`src/rtl/instr_sequencer_pkg.sv`:
```
// Shared definitions for the coprocessor instruction sequencer: opcodes, instruction fields,
// FSM state encoding and small decode helpers.
package instr_sequencer_pkg;

  localparam int unsigned INSTR_W = 22;

  localparam logic [3:0] OP_HALT  = 4'd0;
  localparam logic [3:0] OP_READ  = 4'd1;
  localparam logic [3:0] OP_WRMAT = 4'd2;
  localparam logic [3:0] OP_ADD   = 4'd3;
  localparam logic [3:0] OP_SUB   = 4'd4;
  localparam logic [3:0] OP_MUL   = 4'd5;
  localparam logic [3:0] OP_TRANS = 4'd6;
  localparam logic [3:0] OP_OPP   = 4'd7;
  localparam logic [3:0] OP_SMUL  = 4'd8;
  localparam logic [3:0] OP_DET2  = 4'd9;
  localparam logic [3:0] OP_DET3  = 4'd10;
  localparam logic [3:0] OP_DET4  = 4'd11;
  localparam logic [3:0] OP_DET5  = 4'd12;

  // {N0[21:20], N1[19:12], ID[11:10], LIN[9:7], COL[6:4], OP[3:0]}
  localparam int unsigned OP_LSB  = 0;
  localparam int unsigned OP_W    = 4;
  localparam int unsigned COL_LSB = 4;
  localparam int unsigned COL_W   = 3;
  localparam int unsigned LIN_LSB = 7;
  localparam int unsigned LIN_W   = 3;
  localparam int unsigned ID_LSB  = 10;
  localparam int unsigned ID_W    = 2;
  localparam int unsigned N1_LSB  = 12;
  localparam int unsigned N1_W    = 8;
  localparam int unsigned N0_LSB  = 20;
  localparam int unsigned N0_W    = 2;

  typedef enum logic [2:0] {
    StIdle,
    StFetch,
    StRomWait,
    StDecode,
    StIssue,
    StExec,
    StStepWait,
    StHalt
  } seq_state_e;

  function automatic logic [OP_W-1:0] instr_op(input logic [INSTR_W-1:0] instr);
    return instr[OP_LSB +: OP_W];
  endfunction

  function automatic logic op_illegal(input logic [OP_W-1:0] op);
    return op > OP_DET5;
  endfunction

endpackage

```
`src/rtl/seq_watchdog.sv`:
```
// Completion watchdog: counts enabled cycles since the last clear and flags the last allowed one.
module seq_watchdog #(
  parameter int unsigned TIMEOUT = 1024
) (
  input  logic i_clk,
  input  logic i_rst,
  input  logic i_clear,
  input  logic i_enable,
  output logic o_expire
);

  localparam int unsigned CW = (TIMEOUT > 2) ? $clog2(TIMEOUT) : 1;

  logic [CW-1:0] r_count;

  always_ff @(posedge i_clk or posedge i_rst) begin
    if (i_rst) begin
      r_count <= '0;
    end else if (i_clear) begin
      r_count <= '0;
    end else if (i_enable) begin
      r_count <= r_count + CW'(1);
    end
  end

  // TIMEOUT of 0 disables expiry entirely.
  assign o_expire = (TIMEOUT != 0) && i_enable && (r_count == CW'(TIMEOUT - 1));

endmodule

```
`src/rtl/instr_sequencer.sv`:
```
// Fetches instructions from a synchronous program ROM and hands them to the matrix coprocessor,
// one at a time, in free-run or single-step mode.
module instr_sequencer
  import instr_sequencer_pkg::*;
#(
  parameter int unsigned PROG_LEN = 30,
  parameter int unsigned AW       = 5,
  parameter int unsigned LOOP     = 0,
  parameter int unsigned TIMEOUT  = 1024
) (
  input  logic               i_clk,
  input  logic               i_rst,
  input  logic               i_start,
  input  logic               i_abort,
  input  logic               i_step_mode,
  input  logic               i_step,
  output logic [AW-1:0]      o_rom_addr,
  input  logic [INSTR_W-1:0] i_rom_data,
  output logic [INSTR_W-1:0] o_cop_instr,
  output logic               o_cop_valid,
  input  logic               i_cop_ready,
  input  logic               i_cop_done,
  output logic [AW-1:0]      o_pc,
  output logic               o_busy,
  output logic               o_halted,
  output logic               o_error
);

  localparam logic [AW-1:0] LAST_PC = AW'(PROG_LEN - 1);

  seq_state_e         r_state, w_state_d;
  logic [AW-1:0]      r_pc, w_pc_d;
  logic [INSTR_W-1:0] r_instr, w_instr_d;
  logic               r_valid, w_valid_d;
  logic               r_error, w_error_d;
  logic               w_wd_clear, w_wd_en, w_wd_expire;

  assign w_wd_en    = (r_state == StExec);
  assign w_wd_clear = (r_state != StExec);

  seq_watchdog #(
    .TIMEOUT (TIMEOUT)
  ) u_watchdog (
    .i_clk    (i_clk),
    .i_rst    (i_rst),
    .i_clear  (w_wd_clear),
    .i_enable (w_wd_en),
    .o_expire (w_wd_expire)
  );

  always_ff @(posedge i_clk or posedge i_rst) begin
    if (i_rst) begin
      r_state <= StIdle;
      r_pc    <= '0;
      r_instr <= '0;
      r_valid <= 1'b0;
      r_error <= 1'b0;
    end else begin
      r_state <= w_state_d;
      r_pc    <= w_pc_d;
      r_instr <= w_instr_d;
      r_valid <= w_valid_d;
      r_error <= w_error_d;
    end
  end

  always_comb begin
    w_state_d = r_state;
    w_pc_d    = r_pc;
    w_instr_d = r_instr;
    w_valid_d = r_valid;
    w_error_d = r_error;
    if (i_abort) begin
      w_state_d = StIdle;
      w_valid_d = 1'b0;
      w_error_d = 1'b0;
    end else begin
      case (r_state)
        StIdle, StHalt: begin
          if (i_start) begin
            w_pc_d    = '0;
            w_error_d = 1'b0;
            w_state_d = StFetch;
          end
        end
        StFetch:   w_state_d = StRomWait;
        StRomWait: w_state_d = StDecode;
        StDecode: begin
          w_instr_d = i_rom_data;
          if (instr_op(i_rom_data) == OP_HALT) begin
            w_state_d = StHalt;
          end else if (op_illegal(instr_op(i_rom_data))) begin
            w_error_d = 1'b1;
            w_state_d = StHalt;
          end else begin
            w_valid_d = 1'b1;
            w_state_d = StIssue;
          end
        end
        StIssue: begin
          if (i_cop_ready) begin
            w_valid_d = 1'b0;
            w_state_d = StExec;
          end
        end
        StExec: begin
          // A done arriving on the expiry cycle still counts as completion.
          if (i_cop_done) begin
            w_state_d = i_step_mode ? StStepWait : StFetch;
            if (r_pc == LAST_PC) begin
              if (LOOP != 0) begin
                w_pc_d = '0;
              end else begin
                w_state_d = StHalt;
              end
            end else begin
              w_pc_d = r_pc + AW'(1);
            end
          end else if (w_wd_expire) begin
            w_error_d = 1'b1;
            w_state_d = StHalt;
          end
        end
        StStepWait: begin
          if (i_step) begin
            w_state_d = StFetch;
          end
        end
        default: w_state_d = StIdle;
      endcase
    end
  end

  assign o_rom_addr  = r_pc;
  assign o_pc        = r_pc;
  assign o_cop_instr = r_instr;
  assign o_cop_valid = r_valid;
  assign o_error     = r_error;
  assign o_halted    = (r_state == StHalt);
  assign o_busy      = (r_state != StIdle) && (r_state != StHalt);

endmodule

```
`config.mk`:
```
export PLATFORM = sky130hd
export DESIGN_NAME = instr_sequencer
export DESIGN_NICKNAME = d
export VERILOG_FILES = /design/src/rtl/instr_sequencer_pkg.sv /design/src/rtl/seq_watchdog.sv /design/src/rtl/instr_sequencer.sv
export SDC_FILE = /design/constraint.sdc
export NUM_CORES = 1
export LEC_CHECK = 0
export CAP_MARGIN = 30
export CORE_AREA = 4 4 72 100
export CTS_CLUSTER_DIAMETER = 50
export DETAILED_ROUTE_END_ITERATION = 7
export DIE_AREA = 0 0 76 104
export SYNTH_ARGS = -nofsm -noshare
export SYNTH_HDL_FRONTEND = slang
export SYNTH_SLANG_ARGS = --single-unit
export TNS_END_PERCENT = 100
```
`constraint.sdc`:
```
create_clock -name i_clk -period 4.03 [get_ports i_clk]
set_clock_uncertainty 0.1 [all_clocks]
set_input_delay 0.806 -clock i_clk [delete_from_list [all_inputs] [get_ports i_clk]]
set_output_delay 0.806 -clock i_clk [all_outputs]
set_load 0.01 [all_outputs]
```
# Word level (Yosys, flattened, before mapping)
# Cells that the tools add are included.
op_classes:
  div: 0
  n_addsub: 2
  n_mux: 29
  eq_ne: 23
  mul: 0
  bitwise_logic: 1
  n_reduce_logical: 15
  order_cmp: 1
  shift: 0
op_table:
  columns: ["cell", "count"]
  rows:
  - ["$ne 3x3->1 const B", 10]
  - ["$mux 3", 8]
  - ["$pmux 3 s7", 1]
  - ["$mux 10", 2]
  - ["$mux 5", 3]
  - ["$eq 3x3->1 const B", 4]
  - ["$add 10x1->10 const B", 1]
  - ["$eq 10x10->1 const B", 1]
  - ["$mux 1", 10]
  - ["$pmux 5 s2", 1]
  - ["$reduce_and 4->1", 2]
  - ["$eq 3x2->1 const B", 2]
  - ["$ne 2x2->1 const B", 3]
  - ["$reduce_and 6->1", 1]
  - ["$reduce_bool 3->1", 2]
  - ["$add 5x1->5 const B", 1]
  - ["$eq 5x5->1 const B", 1]
  - ["$reduce_and 5->1", 1]
  - ["$gt 4x4->1 const B", 1]
  - ["$logic_not 4->1", 1]
  - ["$mux 2", 2]
  - ["$ne 4x4->1 const B", 1]
  - ["$reduce_bool 2->1", 2]
  - ["$reduce_bool 4->1", 1]
  - ["other kinds (8)", 9]
word_totals:
  n_memories: 0
  in_bits: 30
  romBits: 0
  ff_bits: 42
  latchBits: 0
  mem_bits_rw: 0

# Logic depth before layout (Yosys ltp)
logic_depth:
  word_depth: 6
  depth_mapped: 6
  ltp_nobuf: 6

# By module
# From an unflattened synthesis, not the netlist that was laid out.
unflattened:
  cells_unflattened: 191
  hier_area_um2: 2172.1
modules_own_cells:
  columns: ["mod", "cells_each", "area_each_um2", "seq_area_each_um2", "instances"]
  rows:
  - ["instr_sequencer", 140, 1655.3, 800.8, 1]
  - ["seq_watchdog", 51, 516.7, 250.2, 1]

# Worst setup path before layout
# Ideal clock, no wire load.
synth_timing:
  kind: "input to register"
  from: "input port i_abort"
  to: "register r_instr[0] (netlist: o_cop_instr[0])"
  arrival_time_ns: 1.726
  setup_ns: 0.125
  setup_slack_ns: 2.079
  required_ns: 3.805
  path_stages: 4
  path_cell_list: "buf_2 > nor4_4 > buf_6 > mux2_4"
synth_between:
  elab_chain_len: 2
synth_rtl:
  columns: ["item", "line", "rtl"]
  rows:
  - ["from (decl)", "instr_sequencer.sv:14", "input logic i_abort,"]
  - ["$not 1->1 (no source line)", null, null]
  - ["$reduce_and 2->1 (no source line)", null, null]
  - ["to (signal assigned)", "instr_sequencer.sv:61", "r_instr <= w_instr_d;"]
  - ["to (decl)", "instr_sequencer.sv:33", "logic [INSTR_W-1:0] r_instr, w_instr_d;"]
# No other way between the ends.
# A chain may end at the register's enable or synchronous reset.

# Worst setup path after layout
layout_timing:
  from: "register r_state[0]"
  to: "output port o_busy"
layout_between:
  elab_chain_len: 2
layout_rtl:
  columns: ["item", "line", "rtl"]
  rows:
  - ["from (decl)", "instr_sequencer.sv:31", "seq_state_e r_state, w_state_d;"]
  - ["from (signal assigned)", "instr_sequencer.sv:53", "r_state <= StIdle;"]
  - ["from (signal assigned)", "instr_sequencer.sv:59", "r_state <= w_state_d;"]
  - ["$ne 3x3->1 / $reduce_bool 3->1 (equally long branches)", "instr_sequencer.sv:140", "assign o_busy = (r_state != StIdle) && (r_state != StHalt);"]
  - ["$logic_and 1x1->1 (*)", "instr_sequencer.sv:140", null]
  - ["to (decl)", "instr_sequencer.sv:24", "output logic o_busy,"]
# Mark *: on every way between the ends. The rest lies on a longest branch, timed or not.

==> flow_metrics.tcl <==
set metrics [dict create \
    synth_top_area_cell "dfrtp_1" \
    dr.first_iter.drc_count 83 \
    cp_num_buf_inv 1 \
    rows 34 \
    slowest_delay_ps 550 \
    switching_share_pct 27.9 \
    cp_data_arrival_time_ps 1790 \
    cts_made_buffers 5 \
    crit_fanout 14 \
    netSwitchingPower_uw 471 \
    cp_cell_sequence "and3_2 > nor2_1 > clkdlybuf4s50_1" \
    cts_tree "yes" \
    worstSetupPathType "flip-flop to output pin" \
    netlist_instances 181 \
    post_cts_buffers 0 \
    rsz0062_at_grt "false" \
    syn2layout_area_growth_pct 37.4 \
    ys_seq_elements 42 \
    cts_hold_repair.buffers 0 \
    io_buffers 65 \
    synth_top_flop_cell "dfrtp_1" \
    path_clk_slew_ps 80 \
    nFillCells 599 \
    multi_input_area_um2 936 \
    drc 0 \
    period_share_pct 66.9 \
    synth.distinct_cells 48 \
    grt_max_degree 26 \
    cts_resized 0 \
    drive_gt1_share_pct 17.2 \
    synth_seq_area_share_pct 49.2 \
    grt_overflow_total 0 \
    required_ps 3120 \
    async_flop_share_pct 100 \
    start_util_pct 34.2 \
    nNetsFinal 276 \
    clockBufferDepth 2 \
    core_region_area_um2 6250 \
    regArea_um2 1050 \
    min_period_ps 2690 \
    status "finished clean" \
    routabilityCongestion 0.867 \
    viasPerCell 5.02 \
    intPower_uw 1220 \
    grt_pass1_vias 1542 \
    critPathLaunchType "flip-flop" \
    drv_slew 0 \
    slew_headroom_pct 55.9 \
    finalNonFillerCells 316 \
    power_frac_clock_pct 24.4 \
    synth_edf_count 0 \
    place_inst 308 \
    antenna_found_initial 0 \
    die_area_um2 7900 \
    ios 66 \
    ant_nets 0 \
    routed_wirelength_um 5000 \
    setup_viol 0 \
    synth_nets 214 \
    syn_area_um2 2140 \
    holdCritPathClass "flip-flop to flip-flop" \
    max_slew.worst_pin.slew_ps 660 \
    h-tree-depth 2 \
    power_frac_seq_pct 37.8 \
    clk_latency_ps 290 \
    detailed_place_hpwl_um 3800 \
    grt_pass1_wl_um 8160 \
    worstSetupEndpointType "output pin" \
    ys_warn_count 0 \
    power.leakage_uw 0.00119 \
    die_y_um 104 \
    worst_path_max_delay_cell "dfrtp_1" \
    wl_per_cell_um 15.8 \
    comb_power_share_pct 37.7 \
    vias 1585 \
    max-cap-violations 0 \
    clock-root-buffer "clkbuf_8" \
    finalHoldViolCount 0 \
    grt_util_all_layers_pct 12.6 \
    ir_worst_vdd_v 0.000190 \
    cp_top_family "flip-flops" \
    drtPass1Iterations 4 \
    synth.area.top_cells "dfrtp_1 49%, mux2_4 14%, nor2_1 2.3%, nand3_1 2.1%, buf_4 2.1%" \
    die_x_um 76 \
    fmax_mhz 371 \
    finalSetupTns_ps 0 \
    syn_avg_cell_area_um2 11.8 \
    pwr_density_cell_nw_per_um2 576 \
    synth_top_area_share_pct 49.2 \
    cts_sinks 42 \
    antenna_cells 0 \
]
-- power by group through the flow --
stage / registers (uW) / clock network, uW / logic (uW)
2_1_floorplan: 676 / 0 / 292
3_3_place_gp: 646 / 0 / 638
3_5_place_dp: 646 / 0 / 648
4_1_cts: 642 / 426 / 649
5_1_grt: 660 / 438 / 669
6_report: 640 / 413 / 638
-- worst paths after layout --
| check | slack (ps) | endpoint | start | depth (start not counted) |
|---|---|---|---|---|
| worst max-delay path | 1340 | o_busy | r_state[0] | 3 |
| worst min-delay path | 400 | u_watchdog.r_count[0] | u_watchdog.r_count[0] | 1 |
| worst max register to register | 2020 | o_cop_instr[20] | r_state[0] | 4 |
| worst min register to register | 400 | u_watchdog.r_count[0] | u_watchdog.r_count[0] | 1 |
| max in group asynchronous | 2250 | u_watchdog.r_count[9] | i_rst | 3 |
| min in group asynchronous | 800 | o_cop_instr[13] | i_rst | 2 |
-- cells in the mapped netlist (3+ instances only) --
| cell type | n |
|---|---|
| nor4_1 | 3 |
| nor3_1 | 5 |
| buf_6 | 4 |
| nand4_1 | 4 |
| a21oi_1 | 8 |
| inv_1 | 11 |
| nor2_1 | 13 |
| buf_4 | 6 |
| nand2_1 | 4 |
| xnor2_1 | 4 |
| ha_1 | 3 |
| dfrtp_1 | 42 |
| o21ai_0 | 4 |
| nand3_1 | 9 |
| mux2_4 | 20 |
-- layer usage --
layer / global-route usage (%) / vias to the layer above / share of wire (%)
li1: - / 772 / -
met1: 14.3 / 777 / 39
met4: 4.58 / 0 / 1.5
met5: 0 / - / 0
met2: 23.0 / 30 / 55
met3: 2.43 / 6 / 3.7
-- worst reg2reg max path, stage by stage, from the launching register on --
cell and delay, ps:
dfrtp_1 620, inv_2 130, nor4_4 260, buf_4 410
mux2_2 390
-- flip-flops by register name, summed over array words and instances (netlist names) --
register,count
o_cop_valid,1
o_cop_instr,22
o_error,1
u_watchdog.r_count,10
o_pc,5
r_state,3
-- cell usage in the layout (no fill, tap or decap), drive strengths merged, types with 4 or more instances in the layout --
master         synthesis  layout
clkdlybuf4s50          0      65
nor4                   4       4
mux2                  23      23
nor3                   5       5
xnor2                  4       4
o21ai                  5       5
dfrtp                 42      42
nand3                  9       9
nor2                  13      13
nand4                  4       4
nand2                  4       4
a21oi                  9       9
clkbuf                 1       6
inv                   13      13
-- per-stage QoR --
step	power [uW]	utilization (%)	instance area, um2	setup WS (ps)	hold WS [ps]
2_1_floorplan	968	-	2140	2080	355
3_3_place_gp	1280	44.7	2790	1380	385
3_5_place_dp	1290	44.7	2790	1350	393
4_1_cts	1720	47.0	2940	1330	407
5_1_grt	1770	47.0	2940	1260	428
6_report	1690	47.0	2940	1340	402
-- cell type report --
type                            count  share of cell area [%]
Clock buffer                        6                    2.81
Clock inverter                      2                    2.05
Inverter                           13                    1.75
Multi-Input combinational cell    114                    31.9
Sequential cell                    42                    35.8
Tap cell                           72                    3.07
Timing Repair Buffer               67                    22.7
-- cells by family (layout without fill, tap and decap cells) --
logic type,after synthesis,count (layout),share of synthesized area (%)
adders and majority gates,3,3,1.76
and+or+nand+nor,50,50,13.2
DFF,42,42,49.2
AOI/OAI and AO/OA,31,31,10.2
buffers and inverters,25,88,7.03
muxes,24,24,16.1
xor gates and xnor gates,6,6,2.46
No activity file was read; power rests on OpenSTA's default activity.
